`config.mk`:
```
export PLATFORM = sky130hd
export DESIGN_NAME = ps2_host_tx
export DESIGN_NICKNAME = d
export VERILOG_FILES = /design/src/rtl/ps2_host_tx.sv
export SDC_FILE = /design/constraint.sdc
export NUM_CORES = 1
export LEC_CHECK = 0
export BUFFER_PORTS_ARGS = -buffer_cell sky130_fd_sc_hd__buf_2
export CAP_MARGIN = 20
export CORE_MARGIN = 5
export CORE_UTILIZATION = 46
export DETAILED_ROUTE_END_ITERATION = 8
export PLACE_DENSITY = 0.61
export RECOVER_POWER = 25
export SLEW_MARGIN = 20
export SYNTH_ARGS = -nofsm -noshare
export SYNTH_HDL_FRONTEND = slang
export SYNTH_SLANG_ARGS = --single-unit
export TNS_END_PERCENT = 100
```
`constraint.sdc`:
```
create_clock -name clk -period 4.3 [get_ports clk]
set_input_delay 0.645 -clock clk [delete_from_list [all_inputs] [get_ports clk]]
set_output_delay 0.645 -clock clk [all_outputs]
set_load 0.005 [all_outputs]
```
`src/rtl/ps2_host_tx.sv`:
```
// Host-to-device PS/2 transmitter: inhibit, request-to-send, 11-bit frame, device ACK.
// Lines are open-drain; an asserted *_oe pulls the line low.
module ps2_host_tx #(
   parameter int INHIBIT_CYCLES = 5000,
   parameter int TIMEOUT_CYCLES = 1000000
) (
   input  logic       clk,
   input  logic       rst,
   input  logic       ps2_clk_i,
   input  logic       ps2_data_i,
   output logic       ps2_clk_oe,
   output logic       ps2_data_oe,
   input  logic       tx_valid,
   input  logic [7:0] tx_data,
   output logic       tx_ready,
   output logic       busy,
   output logic       done,
   output logic       error
);

   localparam int CNT_MAX = (INHIBIT_CYCLES > TIMEOUT_CYCLES) ? INHIBIT_CYCLES : TIMEOUT_CYCLES;
   localparam int CW      = $clog2(CNT_MAX + 1);
   localparam logic [CW-1:0] INH_LAST = CW'(INHIBIT_CYCLES - 1);
   localparam logic [CW-1:0] TO_LIMIT = CW'(TIMEOUT_CYCLES);

   typedef enum logic [2:0] {
      S_IDLE      = 3'd0,
      S_INHIBIT   = 3'd1,
      S_RTS       = 3'd2,
      S_SHIFT     = 3'd3,
      S_ACK       = 3'd4,
      S_WAIT_IDLE = 3'd5
   } state_t;

   function automatic logic odd_parity(input logic [7:0] d);
      return ~^d;
   endfunction

   state_t          state_r;
   state_t          state_nxt_s;
   logic [1:0]      clk_sync_r;
   logic [1:0]      data_sync_r;
   logic            clk_prev_r;
   logic            clk_s;
   logic            data_s;
   logic            fall_s;
   logic            accept_s;
   logic            timeout_s;
   logic [CW-1:0]   cnt_r;
   logic [3:0]      bitcnt_r;
   logic [8:0]      frame_r;
   logic            data_oe_r;

   assign clk_s     = clk_sync_r[1];
   assign data_s    = data_sync_r[1];
   assign fall_s    = clk_prev_r & ~clk_s;
   assign accept_s  = tx_valid & (state_r == S_IDLE);
   assign timeout_s = (cnt_r == TO_LIMIT);

   // Two-flop synchronisers; reset to the idle-high line level so reset never fakes a fall
   always_ff @(posedge clk) begin
      if (rst) begin
         clk_sync_r  <= 2'b11;
         data_sync_r <= 2'b11;
         clk_prev_r  <= 1'b1;
      end else begin
         clk_sync_r  <= {clk_sync_r[0], ps2_clk_i};
         data_sync_r <= {data_sync_r[0], ps2_data_i};
         clk_prev_r  <= clk_sync_r[1];
      end
   end

   // State register
   always_ff @(posedge clk) begin
      if (rst) begin
         state_r <= S_IDLE;
      end else begin
         state_r <= state_nxt_s;
      end
   end

   // Next-state logic; timeout wins over any line event in the same cycle
   always_comb begin
      state_nxt_s = state_r;
      case (state_r)
         S_IDLE:      if (accept_s) state_nxt_s = S_INHIBIT; else state_nxt_s = S_IDLE;
         S_INHIBIT:   if (cnt_r == INH_LAST) state_nxt_s = S_RTS; else state_nxt_s = S_INHIBIT;
         S_RTS:       if (timeout_s) state_nxt_s = S_IDLE; else state_nxt_s = S_SHIFT;
         S_SHIFT: begin
            if (timeout_s)                             state_nxt_s = S_IDLE;
            else if (fall_s && (bitcnt_r == 4'd9))     state_nxt_s = S_ACK;
            else                                       state_nxt_s = S_SHIFT;
         end
         S_ACK: begin
            if (timeout_s)   state_nxt_s = S_IDLE;
            else if (fall_s) state_nxt_s = data_s ? S_IDLE : S_WAIT_IDLE;
            else             state_nxt_s = S_ACK;
         end
         S_WAIT_IDLE: begin
            if (timeout_s)             state_nxt_s = S_IDLE;
            else if (clk_s && data_s)  state_nxt_s = S_IDLE;
            else                       state_nxt_s = S_WAIT_IDLE;
         end
         default:     state_nxt_s = S_IDLE;
      endcase
   end

   // Output decode from registered state; done/error fire in the last cycle before IDLE
   always_comb begin
      ps2_clk_oe  = 1'b0;
      ps2_data_oe = 1'b0;
      done        = 1'b0;
      error       = 1'b0;
      tx_ready    = (state_r == S_IDLE);
      busy        = (state_r != S_IDLE);
      case (state_r)
         S_INHIBIT: begin
            ps2_clk_oe  = 1'b1;
            ps2_data_oe = (cnt_r == INH_LAST);
         end
         S_RTS: begin
            ps2_data_oe = 1'b1;
            error       = timeout_s;
         end
         S_SHIFT: begin
            ps2_data_oe = data_oe_r;
            error       = timeout_s;
         end
         S_ACK: begin
            error = timeout_s | (fall_s & data_s);
         end
         S_WAIT_IDLE: begin
            error = timeout_s;
            done  = ~timeout_s & clk_s & data_s;
         end
         default: begin
            ps2_clk_oe = 1'b0;
         end
      endcase
   end

   // Shared counter: inhibit length, then cycles since RTS entry for the timeout
   always_ff @(posedge clk) begin
      if (rst) begin
         cnt_r <= '0;
      end else begin
         case (state_r)
            S_INHIBIT:   cnt_r <= (cnt_r == INH_LAST) ? '0 : cnt_r + CW'(1);
            S_RTS,
            S_SHIFT,
            S_ACK,
            S_WAIT_IDLE: cnt_r <= cnt_r + CW'(1);
            default:     cnt_r <= '0;
         endcase
      end
   end

   // Frame shifter: ones shift in behind the parity bit, so the tenth fall releases data (stop)
   always_ff @(posedge clk) begin
      if (rst) begin
         frame_r   <= 9'h000;
         bitcnt_r  <= 4'd0;
         data_oe_r <= 1'b0;
      end else if (accept_s) begin
         frame_r   <= {odd_parity(tx_data), tx_data};
         bitcnt_r  <= 4'd0;
         data_oe_r <= 1'b0;
      end else if (state_r == S_RTS) begin
         bitcnt_r  <= 4'd0;
         data_oe_r <= 1'b1;
      end else if ((state_r == S_SHIFT) && fall_s) begin
         data_oe_r <= ~frame_r[0];
         frame_r   <= {1'b1, frame_r[8:1]};
         bitcnt_r  <= bitcnt_r + 4'd1;
      end else if (state_r == S_SHIFT) begin
         data_oe_r <= data_oe_r;
      end else begin
         data_oe_r <= 1'b0;
      end
   end

endmodule

```
* Word level (Yosys, flattened, before mapping)
Index checks and enable logic that the tools add are counted.
Cells by class: shift-type cells 0, reduce and logical (&&, ||, !) cells 12, multipliers 0, divide/modulo/power cells 0, add/sub/neg operators 2, equal/unequal tests 10, $lt $le $gt $ge 0, muxes and demuxes 23, bitwise gates (word level) 9
Operators by type and width (count):
- $pmux W20 S2 | 1
- $mux W9 | 3
- $mux W3 | 7
- $add A20 B1 Y20 const B | 1
- $eq A20 B13 Y1 const B | 1
- $eq A20 B20 Y1 const B | 1
- $mux W20 | 1
- $pmux W3 S6 | 1
- $reduce_xnor A8 Y1 | 1
- $eq A3 B2 Y1 const B | 2
- $eq A3 B3 Y1 const B | 2
- $mux W1 | 6
- $reduce_or A3 Y1 | 2
- $and A1 B1 Y1 | 5
- $add A4 B1 Y4 const B | 1
- $eq A4 B4 Y1 const B | 1
- $mux W2 | 2
- $reduce_or A4 Y1 | 1
- $eq A3 B1 Y1 const B | 1
- $logic_and A1 B1 Y1 | 3
- $logic_not A3 Y1 | 1
- $ne A3 B2 Y1 const B | 1
- $not A1 Y1 | 3
- $pmux W1 S3 | 1
- 7 further kinds | 7
Word-level totals: memory bits (writable) 0, output and inout port bits 6, logic and storage cells 64, ROM bits 0, latch bits 0, input port bits 13, memories kept 0, register bits 42

* Longest topological paths before layout
depth after elaboration 6, depth in mapped cells 7, gate-level depth less buffers 7

* Least setup slack after synthesis
OpenSTA, ideal clock, no wires.
path type register to output, from register cnt_r[10], to output ps2_data_oe, path slack 2363 ps, cell stages (with the launch flop) 6, arrival 1292 ps, buffers on the path 0, cell sequence dfxtp_1 nor4_1 and4b_4 and4_4 nand3b_1 a21oi_1
Between the ends: word-level cells in the longest chain between the ends 2
Ends and longest elaborated chain:
- from (decl) | line 49 | logic [CW-1:0] cnt_r;
- from (signal assigned) | line 148 | S_INHIBIT: cnt_r <= (cnt_r == INH_LAST) ? '0 : cnt_r + CW'(1);
- from (signal assigned) | line 152 | S_WAIT_IDLE: cnt_r <= cnt_r + CW'(1);
- $eq A20 B13 Y1 | line 119 | ps2_data_oe = (cnt_r == INH_LAST);
- $pmux W1 S3 | line 116 | case (state_r)
- to (decl) | line 12 | output logic ps2_data_oe,
Every way passes these cells.

* Worst setup path in the final report
from register state_r[0], to register bitcnt_r[3]
Between the ends: word-level cells in the longest chain between the ends 3, elaborated cells between the ends (all ways) 6, classes of those cells eq/ne: 2; bitwise: 1; reduce/logical: 3
Ends and longest elaborated chain:
- from (decl) | line 39 | state_t state_r;
- from (signal assigned) | line 78 | state_r <= state_nxt_s;
- $logic_not A3 Y1 | line 57 | assign accept_s = tx_valid & (state_r == S_IDLE);
- $and A1 B1 Y1 | line 57
- $reduce_or A3 Y1 (no source line)
- to (signal assigned) | line 174 | bitcnt_r <= bitcnt_r + 4'd1;
- to (decl) | line 50 | logic [3:0] bitcnt_r;
Several ways; a longest one is shown, not always the timed one. A chain may end at the register's enable or synchronous reset.

==> out/metrics.cfg <==
[sta]
worstMarginPinSlew_ns = 1.96
report.final.slew_viol_count = 15
finalWorstSetupSlack_ns = 1.28
rsz0062_at_grt = no
post-route-period-util = 0.703
max_freq_mhz = 331
setup_viol = 0
setup_tns_ns = 0
fin_skew_ns = 0.0109
slew_headroom = -0.320
finalCriticalPeriod_ns = 3.02
hold_violations = 0

[yosys]
yosys.area_share.simple = 0.277
ys_types = 39
ys_ff_latch = 42
muxShareOfSynthArea = 0.0384
synthArstFlopShare = 0
synth-compound-area-share = 0.0816
synth_top_area_share = 0.403
synth_adder_area_share = 0.0240
syn_area_um2 = 2080
syn_nets = 248
synth.yosys.seq_area_share = 0.403
synth_area_per_cell_um2 = 9.02
synth_flop_cell = dfxtp_1
yosys.area_share.xor_xnor = 0.118
netlist_instances = 231
synth_top_family_by_area = simple AND/OR/NAND/NOR gates
ys_top_cells_by_area = dfxtp_1 (40%), nor2_1 (7.7%), xnor2_1 (6.3%)
synth_edf_count = 0
synth_area_leader_cell = dfxtp_1
ys_warn_count = 0

[drt]
drcViolationCount = 0
wirelength_um = 3630
viasPerCell = 5.15
drt-initial-drc-count = 40
ant_nets = 0
firstDrtPassIters = 4
num_vias = 1549
wl_per_cell_um = 12.1

[run]
maxCapViolCount = 1

[min_path]
hold_class = flip-flop to flip-flop
whs_path_depth = 1

[floorplanning]
initial_utilization = 0.475
fp-row-count = 24
coreArea_um2 = 4380
dieArea_um2 = 5980
die_y_um = 77.3
dieWidth_um = 77.3
num_io_pins = 19

[clock_tree]
clock_latency_ns = 0.29
cts_buffer_depth = 2
cts.repair.resized = 0
cts_sinks = 42
cts_tree = yes
path_clk_slew_ns = 0.08
cts_made_buffers = 5
hold_buffers = 0
htreeDepth = 2
post_cts_buffers = 0
cts-root-buf = clkbuf_8

[outcome]
violations = capacitance limit, slew limit
status = complete, but fails checks

[critical_path]
worstPathRequired_ns = 4.47
cp.depth = 5
crit_family = simple AND/OR/NAND/NOR gates
path_buf_inv = 1
crit_fanout = 14
cp-end-kind = flip-flop
worstSetupStartpointType = flip-flop
critPathKind = flip-flop to flip-flop
r2r_cells = 5
worstPathArrival_ns = 3.19
cp_slowest_cell = nor3_1
crit_chain = clkinvlp_2 -> nor3_1 -> nand4_1 -> xor2_1 -> nor2_1
critPathMaxStageDelay_ns = 1.56

[layout]
syn2layout_area_growth_pct = 9.36
drive_above_1_share = 0.145
seq_area_um2 = 841
multi_input_area_um2 = 1110
fin_nets = 265
fill_cells = 430
num_antenna_cells = 0

[power_and_ir_drop]
irDropWorstVdd_v = 0.000144
total_leakage_power_uw = 0.000803
powerDensity_nw_per_um2 = 367

[global_routing]
gr-total-overflow = 0
grt_max_degree = 21
track_usage = 0.128
antenna_found_initial = 0
grt_pass1_vias = 1476
grt_pass1_wl_um = 6450

[place]
port_buffers = 18
gp_congestion = 0.821
post-dp-hpwl_um = 2680
place_ws_ns = 2.11

[cells in the mapped netlist, drive strengths merged, types with 5 or more instances]
cell type,instances
a211oi,11
a21oi,5
buf,7
dfxtp,42
inv,8
mux2i,8
nand2,15
nand3,6
nand4,9
nor2,43
nor3,6
or2,5
xnor2,15
xor2,13
[state kept, by name, summed over array words and instances (netlist names)]
register     count
data_oe_r        1
clk_prev_r       1
bitcnt_r         4
data_sync_r      2
state_r          3
frame_r          9
clk_sync_r       2
cnt_r           20
[worst register-to-register path, stage by stage (launching register included)]
cell        delay, ns
dfxtp_1          0.55
clkinvlp_2       0.29
nor3_1           1.57
nand4_1          0.25
xor2_1           0.21
nor2_1           0.05
[area by class of cell]
cell class | instances | area share
Clock buffer | 6 | 0.0362
Clock inverter | 2 | 0.0263
Inverter | 8 | 0.0137
Multi-Input combinational cell | 173 | 0.487
Sequential cell | 42 | 0.369
Tap cell | 52 | 0.0285
Timing Repair Buffer | 18 | 0.0390
[power by group]
part           switching, uW  internal (uW)  total [uW]
Clock                    130            248         378
Combinational           28.2           24.7        52.9
Sequential              7.29            399         407
[stage by stage]
step | power, uW | hold WS (ns) | std cells | cell area, um2 | util
after CTS | 854 | 0.413 | 301 | 2290 | 0.523
after detailed placement | 471 | 0.393 | 293 | 2150 | 0.491
after global routing | 877 | 0.429 | 301 | 2280 | 0.520
after global placement | 470 | 0.391 | 293 | 2150 | 0.491
after floorplan | 458 | 0.389 | 231 | 2080 | -
final | 838 | 0.413 | 301 | 2280 | 0.520
[routing by layer]
| metal | global-route usage | wire, um | vias up |
|---|---|---|---|
| met3 | 0.0410 | 110 | 2 |
| li1 | - | - | 832 |
| met5 | 0 | 0 | - |
| met1 | 0.169 | 1870 | 704 |
| met2 | 0.202 | 1630 | 11 |
| met4 | 0.0309 | 12 | 0 |
[kinds of logic after synthesis]
kind of cell               count (synthesis)
DFF                                       42
muxes                                      8
xor gates and xnor gates                  28
AOI/OAI and AO/OA                         25
and+or+nand+nor                          108
adders and majority gates                  4
buffers and inverters                     16
[cell usage in the layout (no fill, tap or decap), types with 5 or more instances in the layout]
cell type | netlist | layout
a211oi_1 | 11 | 11
nand2_1 | 15 | 15
inv_1 | 7 | 7
xnor2_1 | 15 | 15
buf_2 | 0 | 17
a21oi_1 | 5 | 5
clkbuf_8 | 0 | 6
nor2_1 | 43 | 43
nand4_1 | 9 | 9
nand3_1 | 6 | 6
nor3_1 | 4 | 5
xor2_1 | 13 | 13
dfxtp_1 | 42 | 42
mux2i_1 | 8 | 8
or2_2 | 5 | 5
[path summary, 6_finish.rpt]
kind,from,slack (ns),end
worst min register to register,clk_sync_r[0],0.41,clk_sync_r[1]
worst max register to register,state_r[0],1.28,bitcnt_r[3]
worst max-delay path,state_r[0],1.28,bitcnt_r[3]
worst min-delay path,clk_sync_r[0],0.41,clk_sync_r[1]
(Power assumes the default switching activity.)
